[src/rtl/reset_pkg.sv]
// Shared types and defaults for the reset sequencer.
package reset_pkg;

  // System clock frequency the default timings are derived from.
  localparam int unsigned CLK_HZ = 10_000_000;

  // 100 us between consecutive subsystem releases.
  localparam int unsigned STAGE_DELAY_DEF = CLK_HZ / 10_000;

  // 100 ms ceiling on waiting for PLL lock or memory init.
  localparam int unsigned READY_TIMEOUT_DEF = CLK_HZ / 10;

  // Wide enough for both defaults above.
  localparam int unsigned CNT_W_DEF = 24;

  // Sequencer states; the encoding is exported unchanged on the stage port.
  typedef enum logic [2:0] {
    ST_HOLD     = 3'd0,
    ST_WAIT_PLL = 3'd1,
    ST_DLY_MEM  = 3'd2,
    ST_WAIT_MEM = 3'd3,
    ST_DLY_VID  = 3'd4,
    ST_DLY_CPU  = 3'd5,
    ST_RUN      = 3'd6,
    ST_FAULT    = 3'd7
  } state_e;

endpackage

[src/rtl/sync2.sv]
// Two-flop synchroniser for a single asynchronous level, reset to 0.
module sync2 (
  input  logic clk,
  input  logic rst,
  input  logic d,
  output logic q
);

  logic meta_q;
  logic sync_q;

  // Shift the asynchronous input through two flops to settle metastability.
  always_ff @(posedge clk or posedge rst) begin
    if (rst) begin
      meta_q <= 1'b0;
      sync_q <= 1'b0;
    end else begin
      meta_q <= d;
      sync_q <= meta_q;
    end
  end

  assign q = sync_q;

endmodule

[src/rtl/reset_sequencer.sv]
// Releases memory, video and CPU resets in order once the PLL is locked and
// memory init completes; flags a fault if either never becomes ready.
//
// state    | meaning
// ---------+-----------------------------------------------------------
// HOLD     | all resets asserted, waiting for the reset request to lift
// WAIT_PLL | waiting for PLL lock, timeout running
// DLY_MEM  | lock seen, gap before releasing memory
// WAIT_MEM | memory released, waiting for init done, timeout running
// DLY_VID  | gap before releasing video
// DLY_CPU  | gap before releasing the CPU
// RUN      | everything released
// FAULT    | PLL or memory never became ready; parked until req drops
module reset_sequencer
  import reset_pkg::*;
#(
  parameter int unsigned STAGE_DELAY   = STAGE_DELAY_DEF,
  parameter int unsigned READY_TIMEOUT = READY_TIMEOUT_DEF,
  parameter int unsigned CNT_W         = CNT_W_DEF
) (
  input  logic       clk,
  input  logic       reset,
  input  logic       rst_req_n,
  input  logic       pll_locked,
  input  logic       mem_init_done,
  output logic       rst_mem,
  output logic       rst_video,
  output logic       rst_cpu,
  output logic       sys_ready,
  output logic       fault,
  output logic [2:0] stage
);

  localparam logic [CNT_W-1:0] STAGE_LAST   = CNT_W'(STAGE_DELAY - 1);
  localparam logic [CNT_W-1:0] TIMEOUT_LAST = CNT_W'(READY_TIMEOUT - 1);

  logic req;
  logic lock;

  sync2 u_sync_req (
    .clk (clk),
    .rst (reset),
    .d   (rst_req_n),
    .q   (req)
  );

  sync2 u_sync_lock (
    .clk (clk),
    .rst (reset),
    .d   (pll_locked),
    .q   (lock)
  );

  state_e           state_q, state_d;
  logic [CNT_W-1:0] cnt_q, cnt_d;
  logic             rst_mem_q, rst_mem_d;
  logic             rst_video_q, rst_video_d;
  logic             rst_cpu_q, rst_cpu_d;
  logic             sys_ready_q, sys_ready_d;
  logic             fault_q, fault_d;
  logic [2:0]       stage_q, stage_d;

  // Next state, counter and registered outputs; outputs only change on a
  // state transition, so FAULT keeps whatever reset pattern it arrived with.
  always_comb begin
    state_d     = state_q;
    cnt_d       = cnt_q;
    rst_mem_d   = rst_mem_q;
    rst_video_d = rst_video_q;
    rst_cpu_d   = rst_cpu_q;
    sys_ready_d = sys_ready_q;
    fault_d     = fault_q;

    if (!req) begin
      state_d = ST_HOLD;
    end else if (!lock && (state_q inside {ST_DLY_MEM, ST_WAIT_MEM, ST_DLY_VID,
                                           ST_DLY_CPU, ST_RUN})) begin
      state_d = ST_HOLD;
    end else begin
      case (state_q)
        ST_HOLD:     state_d = ST_WAIT_PLL;
        ST_WAIT_PLL: begin
          if (lock)                      state_d = ST_DLY_MEM;
          else if (cnt_q == TIMEOUT_LAST) state_d = ST_FAULT;
        end
        ST_DLY_MEM:  if (cnt_q == STAGE_LAST) state_d = ST_WAIT_MEM;
        ST_WAIT_MEM: begin
          if (mem_init_done)             state_d = ST_DLY_VID;
          else if (cnt_q == TIMEOUT_LAST) state_d = ST_FAULT;
        end
        ST_DLY_VID:  if (cnt_q == STAGE_LAST) state_d = ST_DLY_CPU;
        ST_DLY_CPU:  if (cnt_q == STAGE_LAST) state_d = ST_RUN;
        default:     state_d = state_q;
      endcase
    end

    if (state_d != state_q) begin
      cnt_d = '0;
      case (state_d)
        ST_HOLD: begin
          rst_mem_d   = 1'b1;
          rst_video_d = 1'b1;
          rst_cpu_d   = 1'b1;
          sys_ready_d = 1'b0;
          fault_d     = 1'b0;
        end
        ST_WAIT_MEM: rst_mem_d   = 1'b0;
        ST_DLY_CPU:  rst_video_d = 1'b0;
        ST_RUN: begin
          rst_cpu_d   = 1'b0;
          sys_ready_d = 1'b1;
        end
        ST_FAULT: begin
          fault_d     = 1'b1;
          sys_ready_d = 1'b0;
        end
        default: ;
      endcase
    end else if (state_q != ST_HOLD && state_q != ST_RUN && cnt_q != '1) begin
      cnt_d = cnt_q + 1'b1;
    end

    stage_d = state_d;
  end

  // State, counter and output registers.
  always_ff @(posedge clk or posedge reset) begin
    if (reset) begin
      state_q     <= ST_HOLD;
      cnt_q       <= '0;
      rst_mem_q   <= 1'b1;
      rst_video_q <= 1'b1;
      rst_cpu_q   <= 1'b1;
      sys_ready_q <= 1'b0;
      fault_q     <= 1'b0;
      stage_q     <= 3'd0;
    end else begin
      state_q     <= state_d;
      cnt_q       <= cnt_d;
      rst_mem_q   <= rst_mem_d;
      rst_video_q <= rst_video_d;
      rst_cpu_q   <= rst_cpu_d;
      sys_ready_q <= sys_ready_d;
      fault_q     <= fault_d;
      stage_q     <= stage_d;
    end
  end

  assign rst_mem   = rst_mem_q;
  assign rst_video = rst_video_q;
  assign rst_cpu   = rst_cpu_q;
  assign sys_ready = sys_ready_q;
  assign fault     = fault_q;
  assign stage     = stage_q;

endmodule
[config.mk]
export PLATFORM = sky130hd
export DESIGN_NAME = reset_sequencer
export DESIGN_NICKNAME = d
export VERILOG_FILES = /design/src/rtl/reset_pkg.sv /design/src/rtl/sync2.sv /design/src/rtl/reset_sequencer.sv
export SDC_FILE = /design/constraint.sdc
export NUM_CORES = 1
export LEC_CHECK = 0
export BUFFER_PORTS_ARGS = -buffer_cell sky130_fd_sc_hd__buf_2
export CAP_MARGIN = 40
export CORE_MARGIN = 2
export CORE_UTILIZATION = 40
export CTS_BUF_LIST = sky130_fd_sc_hd__clkbuf_4 sky130_fd_sc_hd__clkbuf_8 sky130_fd_sc_hd__clkbuf_16
export CTS_CLUSTER_SIZE = 30
export DETAILED_ROUTE_END_ITERATION = 10
export GPL_ROUTABILITY_DRIVEN = 0
export PLACE_DENSITY = 0.6
export SETUP_SLACK_MARGIN = 0.15
export SLEW_MARGIN = 15
export SYNTH_ARGS = -nofsm -noshare
export SYNTH_HDL_FRONTEND = slang
export SYNTH_SLANG_ARGS = --single-unit
[constraint.sdc]
create_clock -name clk -period 2.9 [get_ports clk]
set_input_delay 0.435 -clock clk [delete_from_list [all_inputs] [get_ports clk]]
set_output_delay 0.435 -clock clk [all_outputs]
set_load 0.01 [all_outputs]
==> flow_summary.toml, run 1 <==
[floorplan]
die_w_um = 75.3
die_y_um = 75.3
rows = 25
start_util_pct = 42.3
ios = 13
core-area_sq_um = 4820
die_area_sq_um = 5680

[yosys]
yosysTopAreaCell = "dfrtp_1"
synth_cells = 209
ys_types = 55
synth_edf_count = 0
ys_seq_area_share_pct = 44.4
synthArstFlopShare_pct = 100
synth_area_leaders = "dfrtp_1, xor2_1, nor2_1, dfstp_2, xnor2_1"
synth_fp_nets = 215
ys.flop_type = "dfrtp_1"
ys_warn_count = 0
ys_seq_elements = 36
yosysTopAreaCellShare_pct = 40.6
yosysMostFrequentCell = "dfrtp_1"
synth_commonest_cells = "dfrtp_1, nor2_1, nand2_1"
synth_area_per_cell_sq_um = 9.74
syn_area_sq_um = 2040

[detailed_routing]
drtIter0Drc = 45
routed_wl_um = 4080
num_vias = 1526
dr.pass1.iters = 4
wire_per_inst_um = 14.0
vias_per_cell = 5.24
ant_nets = 0
drc = 0

[clocking]
cts_buffer_depth = 2
tritoncts = "done"
cts-root-buf = "clkbuf_8"
cts_htree_levels = 2
clk_pin_slew_worst_paths_ns = 0.07
hold_buffers = 0
cts_setup_buffers = 0
clock_latency_ns = 0.28
clock-sinks = 36
ctsResizeCount = 0
cts_buffers = 5

[power_and_ir_drop]
p_seq_share_pct = 48.2
p_sw_share_pct = 26.0
vdd_drop_max_mv = 0.216
comb_power_share_pct = 13.1
fin_total_pwr_uw = 1140
powerDensity_nw_per_um2 = 501
switchingPower_uw = 295
p_int_uw = 840
p_clk_share_pct = 38.7
power_leakage_uw = 0.000950

[setup_path]
critical_path_class = "reg2reg"
max_stage_delay_ns = 0.43
cp-end-kind = "flip-flop"
crit_path_max_fanout = 6
worstPathCellList = "ha_1 > and4_1 > and4_4 > a41oi_1 > o22ai_1 > a211o_1 > and4bb_1 > a21o_1"
cp_slowest_cell = "dfrtp_1"
cp-start-kind = "flip-flop"
crit_arrival_ns = 2.49
r2r_start = "cnt_q[0]"
cp_top_family = "compound AO/OA/AOI/OAI gates"
path_buf_inv = 0
crit_required_ns = 3.08
startpoint = "cnt_q[0]"

[layout]
antennaDiodeCount = 0
area_delta_synth_final_pct = 11.4
final_cells = 291
fin_util_pct = 47.1
fill_cells = 463
drive_gt1_share_pct = 17.4
nets = 229

[global_route]
grt_usage_pct = 16.7
antenna_found_initial = 0
grt_max_degree = 37
grt_pass1_vias = 1521
grt_pass1_wl_um = 7110
overflow = 0

[placement]
dp.cells = 282
hpwl_um = 2910
port-buffer-count = 12

[run_status]
status = "complete, no violations"

[sta]
tightest_slew_ns = 0.510
slew_viol_final = 0
fin_setup_tns_ns = 0
setup_viol = 0
fin_crit_ns = 2.31
clock.fmax_mhz = 433
fin_crit_sh_pct = 79.6
relSlewSlack_pct = 66.0
fin_skew_ns = 0.00880
rsz0062_at_grt = "no"
hold_violations = 0

[hold_path]
hold_class = "in2async"

[job]
max_cap_violations = 0
power groups by stage:
stage	registers (uW)	logic, uW	clock network (uW)
2_1_floorplan	550	117	0
3_3_place_gp	556	148	0
3_5_place_dp	556	146	0
4_1_cts	547	148	451
5_1_grt	551	171	474
6_report	547	149	439
cells in the final DEF (no fill, tap or decap), types with 2 or more instances in the layout:
| cell | netlist | final |
|---|---|---|
| nor2_2 | 2 | 2 |
| nor2_1 | 29 | 29 |
| and2_1 | 3 | 3 |
| buf_4 | 1 | 2 |
| nor3_1 | 10 | 10 |
| nand4_1 | 7 | 7 |
| clkbuf_8 | 0 | 5 |
| and4_1 | 4 | 4 |
| a21oi_1 | 7 | 7 |
| xor2_1 | 13 | 13 |
| a21boi_0 | 2 | 2 |
| a41oi_1 | 3 | 3 |
| o21ai_0 | 5 | 5 |
| xnor2_1 | 7 | 7 |
| clkbuf_4 | 0 | 2 |
| nor4_1 | 3 | 3 |
| dfstp_2 | 3 | 3 |
| nand3_1 | 9 | 9 |
| nor2b_1 | 2 | 2 |
| and3_1 | 4 | 4 |
| or3_1 | 4 | 4 |
| nand2_1 | 15 | 15 |
| inv_1 | 3 | 3 |
| dfrtp_1 | 33 | 33 |
| o31ai_1 | 2 | 2 |
| and4_4 | 2 | 2 |
| buf_2 | 4 | 12 |
| a31oi_1 | 2 | 2 |
final timing paths:
path	end	slack [ns]	depth (start not counted)
min in group clk	u_sync_lock.meta_q	0.25	1
max in group asynchronous	rst_cpu	2.32	3
max reg2reg	sys_ready	0.59	8
max	sys_ready	0.59	8
min reg2reg	u_sync_req.q	0.37	0
min	cnt_q[17]	0.24	3
flip-flops by register name, indices dropped and copies added (netlist names):
signal and cells:
u_sync_req.meta_q 1, sys_ready 1, fault 1, cnt_q 24
u_sync_req.q 1, rst_video 1, rst_cpu 1, u_sync_lock.q 1
rst_mem 1, u_sync_lock.meta_q 1, stage 3
kinds of logic (layout without fill, tap and decap cells):
logic type                 after synthesis  count (layout)  share of synthesized area [%]
buffers and inverters                   11              26                           2.83
DFF                                     36              36                           44.4
AOI/OAI and AO/OA                       35              35                           13.3
muxes                                    1               1                          0.492
xor gates and xnor gates                20              20                           8.60
adders and majority gates                1               1                          0.615
and+or+nand+nor                        105             105                           29.7
stage by stage:
step                hold slack (ns)  setup WS, ns  instance area, sq um
global route                  0.239         0.369                  2270
finish                        0.239         0.591                  2270
detailed placement            0.350         0.598                  2150
floorplan                     0.331         0.803                  2040
global placement              0.355         0.624                  2150
CTS                           0.242         0.580                  2260
tightest hold or removal path, cell delays in order:
cell   delay [ns]
buf_2        0.09
inv_1        0.04
buf_4        0.39
area by class of cell:
type | instances | area, sq um | share of cell area, %
clock buffers | 6 | 76.3 | 3.37
clock inverters | 2 | 35.0 | 1.55
inverters | 3 | 11.3 | 0.497
multi-input cells | 162 | 1070 | 47.4
flip-flops and latches | 36 | 905 | 39.9
well taps | 67 | 83.8 | 3.70
repair buffers | 15 | 82.6 | 3.64
metal layers:
metal / routed length (um) / part of all wire [%] / global-route usage [%]
met1: 1930 / 47 / 22.9
met2: 1980 / 49 / 25.7
met3: 120 / 2.9 / 4.10
met4: 53 / 1.3 / 6.43
met5: 0 / 0 / 0
(Power assumes the default switching activity.)
==> run 2: changes to the inputs <==
- PLACE_DENSITY: 0.6 -> 0.63
- clock period: 2.9 -> 2 ns (I/O delays scaled with it)
==> flow_summary.toml, run 2 (synthesis results as in run 1) <==
[run_status]
status = "finished with violations"
violations = "setup timing"

[sta]
fin_skew_ns = 0.00895
relSlewSlack_pct = 69.8
fin_crit_sh_pct = 107
clock.fmax_mhz = 469
fin_setup_tns_ns = -1.11
slew_viol_final = 0
hold_violations = 0
fin_crit_ns = 2.13
tightest_slew_ns = 0.453
setup_viol = 25
fin_ws_ns = -0.134
rsz0062_at_grt = "yes"

[clocking]
clock-sinks = 36
tritoncts = "done"
cts_htree_levels = 2
cts_buffers = 5
hold_buffers = 0
cts_buffer_depth = 2
cts-root-buf = "clkbuf_8"
clk_pin_slew_worst_paths_ns = 0.08
clock_latency_ns = 0.29

[setup_path]
crit_cells = 8
crit_required_ns = 2.19
reg2regPathDepth = 8
critical_path_class = "reg2reg"
path_buf_inv = 0
cp-end-kind = "flip-flop"
regToRegSetupSlack_ns = -0.13
cp-start-kind = "flip-flop"
max_stage_delay_ns = 0.36
cp_top_family = "simple AND/OR/NAND/NOR gates"
crit_arrival_ns = 2.33
worstPathCellList = "ha_2 > and4_1 > and4_4 > nand4_4 > or3_1 > and3_4 > and4bb_1 > a21o_1"
cp_slowest_cell = "dfrtp_1"
crit_path_max_fanout = 5

[global_route]
antenna_found_initial = 0
grt_max_degree = 37
grt_pass1_vias = 1711
grt_pass1_wl_um = 8000
overflow = 0
grt_usage_pct = 18.9

[layout]
fin_util_pct = 58.2
largest_register_ffs = 24
largest-register = "cnt_q"
area_delta_synth_final_pct = 37.7
fill_cells = 438
final_cells = 344
nets = 282
antennaDiodeCount = 0
final_cell_mix = "buf_4, dfrtp_1, nor2_1"
drive_gt1_share_pct = 41.2
final_common_cell = "buf_4"

[floorplan]
core-area_sq_um = 4820
ios = 13
die_y_um = 75.3
rows = 25
die_area_sq_um = 5680
start_util_pct = 42.3
die_w_um = 75.3

[placement]
port-buffer-count = 12
dp.cells = 329
dp_slack_ns = -0.133
hpwl_um = 3390

[detailed_routing]
routed_wl_um = 4970
num_vias = 1779
drtIter0Drc = 57
wire_per_inst_um = 14.5
drc = 0
dr.pass1.iters = 4
vias_per_cell = 5.17
ant_nets = 0

[power_and_ir_drop]
power_leakage_uw = 0.00122
powerDensity_nw_per_um2 = 605
vdd_drop_max_mv = 0.338

[job]
max_cap_violations = 0

[hold_path]
hold_class = "in2async"
## run 2: per-layer routing
metal | GRT usage, % | wire [um] | share of wire (%) | vias to the layer above
met3 | 3.97 | 104 | 2.1 | 7
met1 | 24.5 | 2300 | 46 | 861
met5 | 0 | 0 | 0 | -
li1 | - | - | - | 892
met2 | 31.3 | 2490 | 50 | 19
met4 | 7.21 | 79 | 1.6 | 0
## run 2: cell type report
type / count / area (sq um) / area share (%)
inverters: 3 / 11.3 / 0.402
well taps: 67 / 83.8 / 2.99
clock buffers: 5 / 68.8 / 2.45
repair buffers: 68 / 512 / 18.3
clock inverters: 3 / 18.8 / 0.669
flip-flops and latches: 36 / 906 / 32.3
multi-input cells: 162 / 1200 / 42.9
## run 2: worst paths after layout
kind | startpoint | endpoint
setup / recovery | cnt_q[0] | sys_ready
max in group asynchronous | reset | rst_mem
min in group clk | pll_locked | u_sync_lock.meta_q
hold reg to reg | u_sync_req.meta_q | u_sync_req.q
setup reg to reg | cnt_q[0] | sys_ready
hold / removal | reset | sys_ready
## run 2: stage by stage
| stage | instance area [sq um] | hold WS [ns] | total power (uW) |
|---|---|---|---|
| floorplan | 2070 | 0.331 | 990 |
| finish | 2800 | 0.101 | 1700 |
| global route | 2800 | 0.106 | 1780 |
| CTS | 2700 | 0.101 | 1670 |
| global placement | 2520 | 0.332 | 1100 |
| detailed placement | 2520 | 0.335 | 1100 |
## run 2: timing repair
| action | CTS | global route |
|---|---|---|
| buffers inserted | 3 | 2 |
| gates cloned | 1 | 1 |
| pin swaps | 4 | 8 |
| setup endpoints to repair | 30 | 32 |
| endpoints found under the hold margin | 0 | 0 |
| gates resized for setup | 14 | 21 |
## run 2: worst reg2reg max path: cells and delay by family, from the launching register on
family | cells | cell delay, ns
AO/OA/AOI/OAI | 1 | 0.15
flip-flops | 1 | 0.36
adder cells (fa/ha/maj) | 1 | 0.18
AND/OR/NAND/NOR | 6 | 1.34
## run 2: report_power, final
part	total, uW	leakage, uW	internal [uW]	switching (uW)
clock	511	0.0000479	243	269
sequential	780	0.000479	757	23.1
combinational	407	0.000697	193	214
total	1700	0.00122	1190	505
